**config.mk**
```make
export PLATFORM = sky130hd
export DESIGN_NAME = uart_axi_write_sequencer
export DESIGN_NICKNAME = d
export VERILOG_FILES = /design/src/rtl/uart_axi_write_sequencer_pkg.sv /design/src/rtl/sync_fifo.sv /design/src/rtl/uart_axi_write_sequencer.sv
export SDC_FILE = /design/constraint.sdc
export NUM_CORES = 1
export LEC_CHECK = 0
export BUFFER_PORTS_ARGS = -buffer_cell sky130_fd_sc_hd__buf_2
export CAP_MARGIN = 20
export CORE_ASPECT_RATIO = 1.25
export CORE_MARGIN = 1.5
export CORE_UTILIZATION = 40
export CTS_CLUSTER_SIZE = 12
export DETAILED_ROUTE_END_ITERATION = 7
export GPL_TIMING_DRIVEN = 1
export PLACE_DENSITY_LB_ADDON = 0.12
export SETUP_SLACK_MARGIN = 0.15
export SLEW_MARGIN = 40
export SYNTH_ARGS = -nofsm -noshare
export SYNTH_HDL_FRONTEND = slang
export SYNTH_SLANG_ARGS = --single-unit
```
**constraint.sdc**
```tcl
create_clock -name M_AXI_ACLK -period 2.86 [get_ports M_AXI_ACLK]
set_clock_uncertainty 0.15 [all_clocks]
set_input_delay 0.286 -clock M_AXI_ACLK [delete_from_list [all_inputs] [get_ports M_AXI_ACLK]]
set_output_delay 0.286 -clock M_AXI_ACLK [all_outputs]
set_load 0.1 [all_outputs]
```
**src/rtl/uart_axi_write_sequencer_pkg.sv**
```systemverilog
// Shared types and constants for the UART-to-AXI4-Lite write sequencer.
// State encoding, AXI response codes and interrupt status bit positions.
package uart_axi_pkg;

    typedef enum logic [1:0] {
        S_IDLE,
        S_ADDR_DATA,
        S_RESP
    } wr_seq_state_t;

    localparam logic [1:0] RESP_OKAY = 2'b00;
    localparam int         IRQ_BRESP = 0;
    localparam int         IRQ_FRAME = 1;
    localparam int         IRQ_OVF   = 2;

endpackage

```
**src/rtl/sync_fifo.sv**
```systemverilog
// Generic synchronous FIFO. Head entry is visible combinationally; one cycle from push to non-empty.
// No internal overflow guard: the caller only pushes when not full or when popping in the same cycle.
module sync_fifo #(
    parameter int  DEPTH = 4,
    parameter int  WIDTH = 34,
    localparam int PTR_W = $clog2(DEPTH),
    localparam int CNT_W = PTR_W + 1
) (
    input  logic             clk,
    input  logic             rst_n,
    input  logic             i_push,
    input  logic [WIDTH-1:0] i_dat,
    input  logic             i_pop,
    output logic [WIDTH-1:0] o_head_dat,
    output logic [CNT_W-1:0] o_count,
    output logic             o_full,
    output logic             o_empty
);

    logic [WIDTH-1:0] r_mem [DEPTH];
    logic [PTR_W-1:0] r_wptr;
    logic [PTR_W-1:0] r_rptr;
    logic [CNT_W-1:0] r_count;

    always_ff @(posedge clk) begin
        if (i_push) begin
            r_mem[r_wptr] <= i_dat;
        end
    end

    // Pointers wrap naturally; DEPTH is a power of two.
    always_ff @(posedge clk or negedge rst_n) begin
        if (!rst_n) begin
            r_wptr  <= '0;
            r_rptr  <= '0;
            r_count <= '0;
        end else begin
            if (i_push) begin
                r_wptr <= r_wptr + PTR_W'(1);
            end
            if (i_pop) begin
                r_rptr <= r_rptr + PTR_W'(1);
            end
            if (i_push && !i_pop) begin
                r_count <= r_count + CNT_W'(1);
            end else if (i_pop && !i_push) begin
                r_count <= r_count - CNT_W'(1);
            end
        end
    end

    assign o_head_dat = r_mem[r_rptr];
    assign o_count    = r_count;
    assign o_full     = (r_count == CNT_W'(DEPTH));
    assign o_empty    = (r_count == '0);

endmodule

```
**src/rtl/uart_axi_write_sequencer.sv**
```systemverilog
// Buffers receiver words and writes each as one AXI4-Lite AW/W/B transaction; push to AWVALID 2 cycles.
// Receiver is throttled via uart_enable; words arriving to a full buffer are dropped and flagged.
module uart_axi_write_sequencer
    import uart_axi_pkg::*;
#(
    parameter int                          C_M_AXI_ADDR_WIDTH = 32,
    parameter int                          C_M_AXI_DATA_WIDTH = 32,
    parameter int                          MEMORY_ADDR_WIDTH  = 18,
    parameter int                          MEMORY_DATA_WIDTH  = 16,
    parameter logic [C_M_AXI_ADDR_WIDTH-1:0] C_BASE_ADDR      = 32'h0000_0000,
    parameter int                          FIFO_DEPTH         = 4,
    parameter int                          SKID               = 2
) (
    input  logic                            M_AXI_ACLK,
    input  logic                            M_AXI_ARESETN,
    input  logic                            word_we_n,
    input  logic [MEMORY_ADDR_WIDTH-1:0]    word_addr,
    input  logic [MEMORY_DATA_WIDTH-1:0]    word_data,
    input  logic                            frame_error,
    output logic                            uart_enable,
    input  logic                            irq_clear,
    output logic [2:0]                      irq_status,
    output logic                            Interrupt,
    output logic [C_M_AXI_ADDR_WIDTH-1:0]   M_AXI_AWADDR,
    output logic                            M_AXI_AWVALID,
    input  logic                            M_AXI_AWREADY,
    output logic [C_M_AXI_DATA_WIDTH-1:0]   M_AXI_WDATA,
    output logic [3:0]                      M_AXI_WSTRB,
    output logic                            M_AXI_WVALID,
    input  logic                            M_AXI_WREADY,
    input  logic [1:0]                      M_AXI_BRESP,
    input  logic                            M_AXI_BVALID,
    output logic                            M_AXI_BREADY
);

    localparam int ENTRY_W = MEMORY_ADDR_WIDTH + MEMORY_DATA_WIDTH;
    localparam int CNT_W   = $clog2(FIFO_DEPTH) + 1;
    localparam logic [CNT_W-1:0] ENA_LIMIT = CNT_W'(FIFO_DEPTH - SKID - 1);

    wr_seq_state_t                   r_state;
    logic [C_M_AXI_ADDR_WIDTH-1:0]   r_awaddr;
    logic [C_M_AXI_DATA_WIDTH-1:0]   r_wdata;
    logic [3:0]                      r_wstrb;
    logic                            r_awvalid;
    logic                            r_wvalid;
    logic                            r_bready;
    logic                            r_uart_enable;
    logic [2:0]                      r_irq_status;
    logic                            r_interrupt;
    logic                            r_frame_d;

    logic                            w_push_req;
    logic                            w_accept;
    logic                            w_pop;
    logic                            w_full;
    logic                            w_empty;
    logic [CNT_W-1:0]                w_count;
    logic [ENTRY_W-1:0]              w_head;
    logic [MEMORY_ADDR_WIDTH-1:0]    w_head_addr;
    logic [MEMORY_DATA_WIDTH-1:0]    w_head_data;
    logic [C_M_AXI_ADDR_WIDTH-1:0]   w_awaddr;
    logic [3:0]                      w_wstrb;
    logic                            w_aw_done;
    logic                            w_w_done;
    logic [2:0]                      w_irq_set;

    // The head entry stays in the buffer until its B response, so count covers the in-flight word.
    assign w_push_req = !word_we_n;
    assign w_pop      = (r_state == S_RESP) && M_AXI_BVALID;
    assign w_accept   = w_push_req && (!w_full || w_pop);

    sync_fifo #(
        .DEPTH (FIFO_DEPTH),
        .WIDTH (ENTRY_W)
    ) u_fifo (
        .clk        (M_AXI_ACLK),
        .rst_n      (M_AXI_ARESETN),
        .i_push     (w_accept),
        .i_dat      ({word_addr, word_data}),
        .i_pop      (w_pop),
        .o_head_dat (w_head),
        .o_count    (w_count),
        .o_full     (w_full),
        .o_empty    (w_empty)
    );

    assign w_head_addr = w_head[ENTRY_W-1 -: MEMORY_ADDR_WIDTH];
    assign w_head_data = w_head[MEMORY_DATA_WIDTH-1:0];
    assign w_awaddr    = C_BASE_ADDR
                       + {{(C_M_AXI_ADDR_WIDTH-MEMORY_ADDR_WIDTH-1){1'b0}}, w_head_addr, 1'b0};
    assign w_wstrb     = w_awaddr[1] ? 4'b1100 : 4'b0011;
    assign w_aw_done   = !r_awvalid || M_AXI_AWREADY;
    assign w_w_done    = !r_wvalid  || M_AXI_WREADY;

    always_comb begin
        w_irq_set            = '0;
        w_irq_set[IRQ_BRESP] = w_pop && (M_AXI_BRESP != RESP_OKAY);
        w_irq_set[IRQ_FRAME] = frame_error && !r_frame_d;
        w_irq_set[IRQ_OVF]   = w_push_req && !w_accept;
    end

    always_ff @(posedge M_AXI_ACLK or negedge M_AXI_ARESETN) begin
        if (!M_AXI_ARESETN) begin
            r_state   <= S_IDLE;
            r_awaddr  <= '0;
            r_wdata   <= '0;
            r_wstrb   <= '0;
            r_awvalid <= 1'b0;
            r_wvalid  <= 1'b0;
            r_bready  <= 1'b0;
        end else begin
            case (r_state)
                S_IDLE: begin
                    if (!w_empty) begin
                        r_awaddr  <= w_awaddr;
                        r_wdata   <= {2{w_head_data}};
                        r_wstrb   <= w_wstrb;
                        r_awvalid <= 1'b1;
                        r_wvalid  <= 1'b1;
                        r_state   <= S_ADDR_DATA;
                    end
                end
                S_ADDR_DATA: begin
                    if (M_AXI_AWREADY) begin
                        r_awvalid <= 1'b0;
                    end
                    if (M_AXI_WREADY) begin
                        r_wvalid <= 1'b0;
                    end
                    if (w_aw_done && w_w_done) begin
                        r_bready <= 1'b1;
                        r_state  <= S_RESP;
                    end
                end
                S_RESP: begin
                    if (M_AXI_BVALID) begin
                        r_bready <= 1'b0;
                        r_state  <= S_IDLE;
                    end
                end
                default: r_state <= S_IDLE;
            endcase
        end
    end

    // A set in the same cycle as irq_clear survives the clear.
    always_ff @(posedge M_AXI_ACLK or negedge M_AXI_ARESETN) begin
        if (!M_AXI_ARESETN) begin
            r_uart_enable <= 1'b1;
            r_irq_status  <= '0;
            r_interrupt   <= 1'b0;
            r_frame_d     <= 1'b0;
        end else begin
            r_uart_enable <= (w_count <= ENA_LIMIT);
            r_irq_status  <= irq_clear ? w_irq_set : (r_irq_status | w_irq_set);
            r_interrupt   <= |r_irq_status;
            r_frame_d     <= frame_error;
        end
    end

    assign M_AXI_AWADDR  = r_awaddr;
    assign M_AXI_AWVALID = r_awvalid;
    assign M_AXI_WDATA   = r_wdata;
    assign M_AXI_WSTRB   = r_wstrb;
    assign M_AXI_WVALID  = r_wvalid;
    assign M_AXI_BREADY  = r_bready;
    assign uart_enable   = r_uart_enable;
    assign irq_status    = r_irq_status;
    assign Interrupt     = r_interrupt;

endmodule

```
# Word level (Yosys, flattened, before mapping)
# Memory sizes are Yosys's and may differ from the RTL's.
# Cells that the tools add are included.
dict set report totals {
  register_bits 72
  mem_bits_rw 136
  inputBits 44
  out_inout_bits 76
  n_memories 1
}
dict set report classes {
  add_sub_neg 4
  magnitude_cmp 1
  n_eq_ne 8
  mux 18
  n_bitwise 2
  n_reduce_logical 30
}
# memory words word_bits read_ports rd_clocked_by_memory_dff write_ports line_no
set mem_list {}
lappend mem_list {u_fifo.r_mem 4 34 1 0 1 sync_fifo.sv:20} ;# logic [WIDTH-1:0] r_mem [DEPTH];
# cell n
set op_table {}
lappend op_table {{3-bit AND reduction} 4}
lappend op_table {{2-bit inequality test, second input constant} 5}
lappend op_table {{3-bit two-way mux} 3}
lappend op_table {{1-bit logical AND} 8}
lappend op_table {{2-bit nonzero test} 4}
lappend op_table {{1-bit logical NOT} 7}
lappend op_table {{1-bit two-way mux} 7}
lappend op_table {{2-bit two-way mux} 3}
lappend op_table {{1-bit one-hot mux with 2 select lines} 3}
lappend op_table {{2-bit one-hot mux with 3 select lines} 1}
lappend op_table {{2-bit by 1-bit adder with 2-bit output, second input constant} 2}
lappend op_table {{4-bit two-way mux} 1}
lappend op_table {{3-bit by 1-bit adder with 3-bit output, second input constant} 1}
lappend op_table {{3-bit == test, second input constant} 1}
lappend op_table {{3-bit by 1-bit less-or-equal comparator with 1-bit output, second input constant} 1}
lappend op_table {{3-bit logical NOT} 1}
lappend op_table {{1-bit logical OR} 3}
lappend op_table {{3-bit OR} 1}
lappend op_table {{3-bit OR reduction} 1}
lappend op_table {{3-bit by 1-bit subtractor with 3-bit output, second input constant} 1}
lappend op_table {{2-bit by 1-bit == test with 1-bit output, second input constant} 1}
lappend op_table {{2-bit == test, second input constant} 1}
lappend op_table {{2-bit logical NOT} 1}
lappend op_table {{2-bit AND reduction} 1}
lappend op_table {{1-bit NOT} 1}

# Logic depth before layout (Yosys ltp)
# Gate-level depths: netlist of the first run.
dict set report depth {
  ltp_word 8
  mapped_depth 7
  ltp_nobuf 7
}

# Cells and area by module
# A second synthesis of the first run with hierarchy kept.
dict set report hier_totals {
  cells_unflattened 365
  hier_area_um2 7379.6
}
# module instances cells_each area_each_um2 seq_area_each_um2
set modules_own_cells {}
lappend modules_own_cells {sync_fifo 1 212 5353.9 4259.1}
lappend modules_own_cells {uart_axi_write_sequencer 1 153 2025.7 1152.4}

# Worst setup path before layout of the first run
# OpenSTA, ideal clock, no wires.
dict set report synth_timing {
  kind {register to register}
  start {register r_state[0]}
  end {memory u_fifo.r_mem[0][0] (enable)}
  setup_ns 0.394
  arrival_ns 2.044
  required_time_ns 2.316
  setup_slack_ns 0.272
  path_stages_with_launch 5
  path_cell_list {dfrtp_1 > buf_2 > nand3b_1 > a31oi_2 > and2_1}
}
dict set report synth_between {
  elab_chain_len 6
}
# element line_no
set synth_rtl {}
lappend synth_rtl {{from (decl)} uart_axi_write_sequencer.sv:40} ;# wr_seq_state_t r_state;
lappend synth_rtl {{from (signal assigned)} uart_axi_write_sequencer.sv:104} ;# r_state <= S_IDLE;
lappend synth_rtl {{from (signal assigned)} uart_axi_write_sequencer.sv:120} ;# r_state <= S_ADDR_DATA;
lappend synth_rtl {{from (signal assigned)} uart_axi_write_sequencer.sv:132} ;# r_state <= S_RESP;
lappend synth_rtl {{2-bit == test} uart_axi_write_sequencer.sv:69} ;# assign w_pop = (r_state == S_RESP) && M_AXI_BVALID;
lappend synth_rtl {{1-bit logical AND} uart_axi_write_sequencer.sv:69}
lappend synth_rtl {{1-bit logical OR} uart_axi_write_sequencer.sv:70} ;# assign w_accept = w_push_req && (!w_full || w_pop);
lappend synth_rtl {{1-bit logical AND} uart_axi_write_sequencer.sv:70}
lappend synth_rtl {{net u_fifo.i_push} sync_fifo.sv:11} ;# input logic i_push,
lappend synth_rtl {{1-bit two-way mux} sync_fifo.sv:26} ;# if (i_push) begin
lappend synth_rtl {{1-bit two-way mux (implied by the code)} sync_fifo.sv:27} ;# r_mem[r_wptr] <= i_dat;
lappend synth_rtl {{to (decl)} sync_fifo.sv:20}
# The timed path passes the listed nets, and every way through them passes these cells.

# Worst setup path after layout of the first run
dict set report layout_timing {
  start {register u_fifo.r_count[0], in the netlist u_fifo.o_count[0]}
  end {memory u_fifo.r_mem[0][6] (enable)}
}
dict set report layout_between {
  elab_chain_len 6
}
# element line_no
set layout_rtl {}
lappend layout_rtl {{from (decl)} sync_fifo.sv:23} ;# logic [CNT_W-1:0] r_count;
lappend layout_rtl {{from (signal assigned)} sync_fifo.sv:45} ;# r_count <= r_count + CNT_W'(1);
lappend layout_rtl {{from (signal assigned)} sync_fifo.sv:47} ;# r_count <= r_count - CNT_W'(1);
lappend layout_rtl {{3-bit == test} sync_fifo.sv:54} ;# assign o_full = (r_count == CNT_W'(DEPTH));
lappend layout_rtl {{1-bit logical NOT} uart_axi_write_sequencer.sv:70}
lappend layout_rtl {{1-bit logical OR} uart_axi_write_sequencer.sv:70}
lappend layout_rtl {{1-bit logical AND} uart_axi_write_sequencer.sv:70}
lappend layout_rtl {{net u_fifo.i_push} sync_fifo.sv:11}
lappend layout_rtl {{1-bit two-way mux} sync_fifo.sv:26}
lappend layout_rtl {{1-bit two-way mux (implied by the code)} sync_fifo.sv:27}
# The timed path passes the listed nets, and every way through them passes these cells.

==> metrics, run 1 <==
outcome=complete, no violations; R2R depth=5; die width=124 µm; first-pass GRT wire length=20900 µm; placed inst area=8040 µm²; TNS Setup=0 ns; clock sink count=189; post-synthesis sequential area ratio=73.7%; GR Util All Layers=14.4%; critical path class=flop to flop; Overflow after GRT=0; ys flop type=edfxtp_1; Avg Synthesized Cell Area=19.8 µm²; Root Buffer=clkbuf_16; RSZ-0062 raised after global routing=no; post-route setup slack=0.552 ns; vias per inst=4.81; Final Hold Fails=0; Fmax=433 MHz; largest net degree at the start of global routing=39; Starting Density=40.7%; DR pass1 iterations=6; cells after synthesis=372; die span in y=155 µm; Total Wirelength=13100 µm; Slew @ Worst Pin=0.519 ns; Critical Path Start Type=flop; # diodes=0; number of global-route vias before repair=3801; Post-Syn Area=7350 µm²; Distinct cells, synth=33; Final GP Congestion=0.661; Cell Chain, Critical Path=inv_1 -> ha_1 -> a31oi_2 -> and2_2 -> buf_12; reg2reg start=u_fifo.o_count[0]; Layout fillers=1539; Worst EP required=2.82 ns; Slew Viols, Final=0; Layout area overhead=23.1%; worst rel slew slack=65.4%; Design Area, Final=9040 µm²; Period Utilization, post-route=80.7%; ys async rst share=28.0%; Rows=55; H-tree depth=4; Min-Delay Path Class=primary input to flop; WHS Endpoint=M_AXI_WVALID; DIE AREA=19200 µm²; Layout Cells excl Fill=757; HPWL after detailed placement=8360 µm; Yosys reg bits=189; antenna-violating nets left=0; Top delay family on crit path=flip-flops; number of flops mapped to enable cells by yosys=136; dpl cells=685; endpoints failing setup=0; layout cells sized above 1=42.7%; detail-routed net length per standard cell=17.2 µm; clk_lat worst skew=0.41 ns; hold path cells=4; clock buffer depth=2; Crit Reg-Reg Endpoint=u_fifo.r_mem[0][6]; Critical Path Max Stage Delay=0.41 ns; initial antenna violation count=0; total of max-cap violations=0; synth cell count leaders=136 x edfxtp_1, 52 x dfrtp_1, 37 x buf_4; post-synth top area cell=edfxtp_1; I/O pins=120; clk slew on worst S/H paths=0.06 ns; post-CTS sizing=0; synth warn=0; R2R setup slack=0.55 ns; Crit Path Max Fanout=26; CTS tree=done; Nets=569; core area=18000 µm²; Worst Setup End Kind=flop; via count of the routed design=3639; CP arrival=2.27 ns; worst slack, placed=0.516 ns; drt drc=0; CP Buf/Inv Count=2; count of input and output buffers=105; min-delay src=M_AXI_WREADY; CTS Buf Count=17; Synth top area share=55.6%; initial drt markers=146; cell with the most instances after synthesis=edfxtp_1; Period minus WS final=2.31 ns; worst-path cell with the longest stage delay=dfrtp_1; largest cells by area after synthesis=edfxtp_1 56%, dfrtp_1 18%, mux4_2 10%
## registers in the layout (all words and copies together) (netlist names)
register,count
M_AXI_BREADY,1
uart_enable,1
M_AXI_WVALID,1
u_fifo.o_count,3
u_fifo.r_mem,136
M_AXI_WSTRB,2
r_state,2
r_frame_d,1
u_fifo.r_wptr,2
M_AXI_AWADDR,17
u_fifo.r_rptr,2
irq_status,3
Interrupt,1
M_AXI_AWVALID,1
M_AXI_WDATA,16
## layer usage
layer	track usage [%]	vias up	wire, µm
li1	-	1661	-
met1	18.5	1869	5720
met2	24.1	98	6620
met3	3.67	11	564
met4	4.60	0	146
met5	0	-	0
## repair_timing
item,in CTS,in global routing
setup buffers,0,0
hold buffers,40,0
hold endpoints to repair,176,0
## placed cells by master (no fill, tap or decap), drive strengths merged, types with 2 or more instances in the layout
cell type    Yosys  layout
conb             1      14
o22ai            3       3
xnor2            4       4
mux2            33      33
inv             14      15
nand3            2       2
edfxtp         136     136
xor2             2       2
bufinv           0       2
and2             4       4
mux4            34      34
nand2            3       3
buf             44     117
nor2             7       7
clkinv           0       6
dfrtp           52      52
clkbuf           1      22
ha               9       9
dlygate4sd3      0      40
nor2b            2       2
a21oi            5       5
o21ai            6       6
## area by class of cell
class,count,area [µm²],area share (%)
clock inverter,10,110,1.22
sequential,189,5410,59.9
tap,228,285,3.15
clock buffer,22,495,5.48
multi-input combinational,137,1600,17.7
timing repair buffer,157,1080,12.0
inverter,14,52.6,0.581
## worst max-delay path by stage
stage | depth (start not counted) | end | slack (ns) | start
6_report | 5 | u_fifo.r_mem[0][6] | 0.55 | u_fifo.o_count[0]
5_1_grt | 5 | u_fifo.r_mem[1][25] | 0.40 | u_fifo.o_count[0]
2_1_floorplan | 4 | u_fifo.r_mem[0][0] | 0.27 | r_state[0]
3_3_place_gp | 5 | u_fifo.r_mem[1][5] | 0.60 | u_fifo.o_count[0]
4_1_cts | 5 | u_fifo.r_mem[0][25] | 0.51 | u_fifo.o_count[0]
3_5_place_dp | 5 | u_fifo.r_mem[1][6] | 0.52 | u_fifo.o_count[0]
## tightest hold or removal path, cell delays in order
cell	delay, ns
buf_2	0.09
inv_1	0.03
o21ai_0	0.13
a21oi_1	0.06
## logic make-up after synthesis
kind of cell	Yosys count	share of synthesized area, %
DFF	189	73.7
muxes	68	15.6
buffers and inverters	59	5.25
and+or+nand+nor	21	1.41
AOI/OAI and AO/OA	19	1.77
adders and majority gates	9	1.53
xor gates and xnor gates	6	0.715
other	1	0.0510
## metrics by stage
stage	hold slack [ns]	util (%)
6_report	0.0746	50.2
5_1_grt	0.0759	50.2
3_5_place_dp	0.155	44.6
3_3_place_gp	0.254	44.6
4_1_cts	0.0553	50.2
2_1_floorplan	-0.160	-
Power of run 1 is not shown: default switching activity piles up to over one toggle a cycle in this logic, so the estimate is an artifact.
==> run 2: changes to the inputs <==
==> constraint.sdc (replaced) <==
create_clock -name M_AXI_ACLK -period 2.3 [get_ports M_AXI_ACLK]
set_clock_uncertainty 0.15 [all_clocks]
set_input_delay 0.23 -clock M_AXI_ACLK [delete_from_list [all_inputs] [get_ports M_AXI_ACLK]]
set_output_delay 0.23 -clock M_AXI_ACLK [all_outputs]
set_load 0.1 [all_outputs]
==> metrics, run 2 (synthesis results as in run 1) <==
multi-input logic area=1610 µm²; FF+latch area=5410 µm²; drt drc=0; H-tree depth=4; Fmax=478 MHz; largest net degree at the start of global routing=37; # diodes=0; Overflow after GRT=0; post-CTS setup repair buffer count=0; Layout area overhead=25.3%; layout cells sized above 1=42.8%; total of max-cap violations=0; worst rel slew slack=64.1%; critical path class=flop to flop; first-pass GRT wire length=21400 µm; number of global-route vias before repair=3882; CTS Buf Count=17; max reg flops=136; Slew Viols, Final=0; I/O pins=120; Slew @ Worst Pin=0.539 ns; CP arrival=2.25 ns; initial antenna violation count=0; GR Util All Layers=14.9%; initial drt markers=197; DR pass1 iterations=4; die span in y=155 µm; Final GP Congestion=0.738; CTS tree=done; Root Buffer=clkbuf_16; Worst EP required=2.45 ns; Largest Register=u_fifo.r_mem; Total Wirelength=13600 µm; count of input and output buffers=105; clock sink count=189; clk_lat worst skew=0.43 ns; Nets=575; core area=18000 µm²; RSZ-0062 raised after global routing=no; Period minus WS final=2.09 ns; HPWL after detailed placement=8460 µm; commonest cells after routing, fill and taps aside=136 x edfxtp_1, 105 x buf_2, 50 x dfrtp_1, 40 x dlygate4sd3_1, 34 x mux4_2; TNS Setup=0 ns; Layout fillers=1508; Crit Path Max Fanout=28; clock buffer depth=2; Starting Density=40.7%; Final Hold Fails=0; Min-Delay Path Class=primary input to flop; outcome=complete, no violations; vias per inst=4.79; commonest non-fill, non-tap cell in the layout=edfxtp_1; die width=124 µm; Worst Setup End Kind=flop; Critical Path Start Type=flop; DIE AREA=19200 µm²; endpoints failing setup=0; detail-routed net length per standard cell=17.8 µm; Period Utilization, post-route=91.0%; antenna-violating nets left=0; via count of the routed design=3652; clk slew on worst S/H paths=0.06 ns; Rows=55
## run 2: cell types whose count changed in the layout (fill, tap and decap cells not counted)
cell and delta:
a31oi_2 -1, a31oi_4 +1, buf_12 +6, buf_2 +1
buf_4 -1, bufinv_16 +3, clkbuf_1 +3, clkbuf_16 -1
clkbuf_8 -2, clkinv_2 -3, inv_6 -1, inv_8 +1
## run 2: layout make-up
type                            count  area share [%]
Clock buffer                       22            4.93
Timing Repair Buffer              163            13.0
Multi-Input combinational cell    137            17.5
Sequential cell                   189            58.8
Inverter                           14           0.571
Tap cell                          228            3.10
Clock inverter                     10            2.04
## run 2: final timing paths
| check | startpoint | to | slack [ns] | depth (start not counted) |
|---|---|---|---|---|
| max in group asynchronous | M_AXI_ARESETN | M_AXI_AWADDR[4] | 1.23 | 3 |
| min in group asynchronous | M_AXI_ARESETN | irq_status[2] | 0.18 | 2 |
| setup / recovery | u_fifo.o_count[0] | M_AXI_WDATA[21] | 0.21 | 6 |
| hold / removal | M_AXI_AWREADY | M_AXI_AWVALID | 0.04 | 4 |
| setup reg to reg | u_fifo.o_count[0] | M_AXI_WDATA[21] | 0.21 | 6 |
| hold reg to reg | r_frame_d | irq_status[1] | 0.27 | 1 |
## run 2: per-layer routing
metal / vias to the layer above / GRT usage, % / wire [µm]
met5: - / 0 / 0
met4: 0 / 4.98 / 141
met3: 10 / 4.08 / 517
met2: 95 / 25.0 / 6890
met1: 1876 / 18.8 / 6050
li1: 1671 / - / -
## run 2: through the flow
| stage | setup WS [ns] | hold slack [ns] | std cells | util (%) | instance area [µm²] |
|---|---|---|---|---|---|
| 2_1_floorplan | 0.0600 | -0.216 | 385 | - | 7400 |
| 3_3_place_gp | 0.230 | 0.0880 | 691 | 45.2 | 8150 |
| 3_5_place_dp | 0.191 | 0.105 | 691 | 45.2 | 8150 |
| 4_1_cts | 0.168 | 0.0189 | 763 | 51.0 | 9200 |
| 5_1_grt | 0.140 | 0.0296 | 763 | 51.1 | 9210 |
| 6_report | 0.208 | 0.0375 | 763 | 51.1 | 9210 |
## run 2: worst max-delay path: stages (launching register included)
cell and delay [ns]:
dfrtp_1 0.40, inv_1 0.09, ha_1 0.25, buf_4 0.16
a211oi_4 0.30, buf_12 0.25, mux2_2 0.36
## run 2: what timing repair did
| action | in CTS | in global routing |
|---|---|---|
| hold endpoints to repair | 159 | 0 |
| hold buffers | 40 | 0 |
| resized for setup | 0 | 1 |
| endpoints found under the setup margin | 0 | 32 |
Power of run 2 is left out for the same reason.
==> run 3: changes to the inputs <==
--- a/config.mk
+++ b/config.mk
@@ -10,6 +10,7 @@
 export CORE_ASPECT_RATIO = 1.25
 export CORE_MARGIN = 1.5
 export CORE_UTILIZATION = 40
+export CTS_BUF_LIST = sky130_fd_sc_hd__clkbuf_4
 export CTS_CLUSTER_SIZE = 12
 export DETAILED_ROUTE_END_ITERATION = 7
 export GPL_TIMING_DRIVEN = 1
==> metrics, run 3 (synthesis results as in run 1) <==
Final GP Congestion=0.738; via count of the routed design=3706; Largest Register=u_fifo.r_mem; GR Util met2=25.5%; hold path cells=2; CTS Buf Count=17; Final Hold Fails=0; Starting Density=40.7%; Top delay family on crit path=buffers and inverters; FF+latch area=5410 µm²; DR pass1 iterations=5; post-CTS setup repair buffer count=0; grt met3 use=3.56%; HPWL after detailed placement=8460 µm; CTS tree=done; I/O pins=120; commonest non-fill, non-tap cell in the layout=edfxtp_1; multi-input logic area=1610 µm²; commonest cells after routing, fill and taps aside=136 x edfxtp_1, 104 x buf_2, 50 x dfrtp_1, 44 x dlygate4sd3_1, 34 x mux4_2; Slew Viols, Final=0; initial drt markers=177; R2R depth=6; DIE AREA=19200 µm²; die span in y=155 µm; Min-Delay Path Class=primary input to flop; dpl cells=691; number of global-route vias before repair=3896; Root Buffer=clkbuf_4; Overflow after GRT=0; GRT Max-Usage Layer=met2; Period Utilization, post-route=91.6%; CP arrival=2.39 ns; Total Wirelength=13800 µm; RSZ-0062 raised after global routing=yes; crit path from=u_fifo.o_count[0]; Layout Cells excl Fill=768; H-tree depth=4; antenna-violating nets left=0; Rows=55; clk slew on worst S/H paths=0.14 ns; Crit Reg-Reg Endpoint=M_AXI_WDATA[15]; Worst Setup End Kind=flop; worst-path cell with the longest stage delay=dfrtp_1; critical path class=flop to flop; total of max-cap violations=0; core area=18000 µm²; Layout fillers=1541; Fmax=475 MHz; drt drc=0; Critical Path Start Type=flop; Crit Path Max Fanout=28; Critical Path Max Stage Delay=0.43 ns; TNS Setup=0 ns; GR Util met1=19.0%; initial antenna violation count=1; vias per inst=4.83; layout cells sized above 1=43.0%; instance count on the critical path=6; Nets=579; count of input and output buffers=105; crit path capture=M_AXI_WDATA[15]; clock buffer depth=2; Cell Chain, Critical Path=inv_1 -> ha_1 -> buf_4 -> a211oi_4 -> buf_12 -> mux2_2; outcome=complete, no violations; Worst EP required=2.59 ns; max reg flops=136; R2R setup slack=0.19 ns; die width=124 µm; clock sink count=189; reg2reg start=u_fifo.o_count[0]; Layout area overhead=21.9%; Period minus WS final=2.11 ns; clk_lat worst skew=0.54 ns; GR Util All Layers=15.0%; endpoints failing setup=0; largest net degree at the start of global routing=37; CP Buf/Inv Count=3; detail-routed net length per standard cell=17.9 µm; first-pass GRT wire length=21500 µm
## run 3: cell types whose count changed in the layout (fill, tap and decap cells not counted), sizes merged
cell,delta
clkinv,+1
buf,-1
diode,+1
dlygate4sd3,+4
## run 3: timing repair
item | CTS | global route
endpoints found under the setup margin | 0 | 54
hold buffers | 44 | 0
hold endpoints to repair | 200 | 0
gates resized for setup | 0 | 2
## run 3: how the worst min path moves through the flow
stage / start / to / slack [ns]
after detailed placement: M_AXI_ARESETN / irq_status[0] / 0.11
after floorplan: M_AXI_ARESETN / Interrupt / -0.22
after global placement: M_AXI_ARESETN / irq_status[0] / 0.09
after CTS: frame_error / r_frame_d / 0.12
after global routing: frame_error / r_frame_d / 0.15
final: frame_error / r_frame_d / 0.20
## run 3: final cells by class
type | instances | share of cell area [%]
Antenna cell | 1 | 0.0279
Clock buffer | 21 | 1.76
Clock inverter | 11 | 2.14
Inverter | 14 | 0.587
Multi-Input combinational cell | 137 | 18.0
Sequential cell | 189 | 60.4
Tap cell | 228 | 3.18
Timing Repair Buffer | 167 | 13.9
## run 3: metrics by stage
step | instance area (µm²) | setup WS [ns] | utilization [%] | hold WS, ns
floorplan | 7400 | 0.0600 | - | -0.216
global placement | 8150 | 0.230 | 45.2 | 0.0880
detailed placement | 8150 | 0.191 | 45.2 | 0.105
CTS | 8940 | 0.159 | 49.6 | 0.123
global route | 8960 | 0.127 | 49.7 | 0.149
finish | 8960 | 0.194 | 49.7 | 0.203
## run 3: routing by layer
metal	vias up	routed length, µm
met5	-	0
met4	0	200
li1	1689	-
met2	92	6960
met3	14	478
met1	1911	6120
Power of run 3 is left out for the same reason.
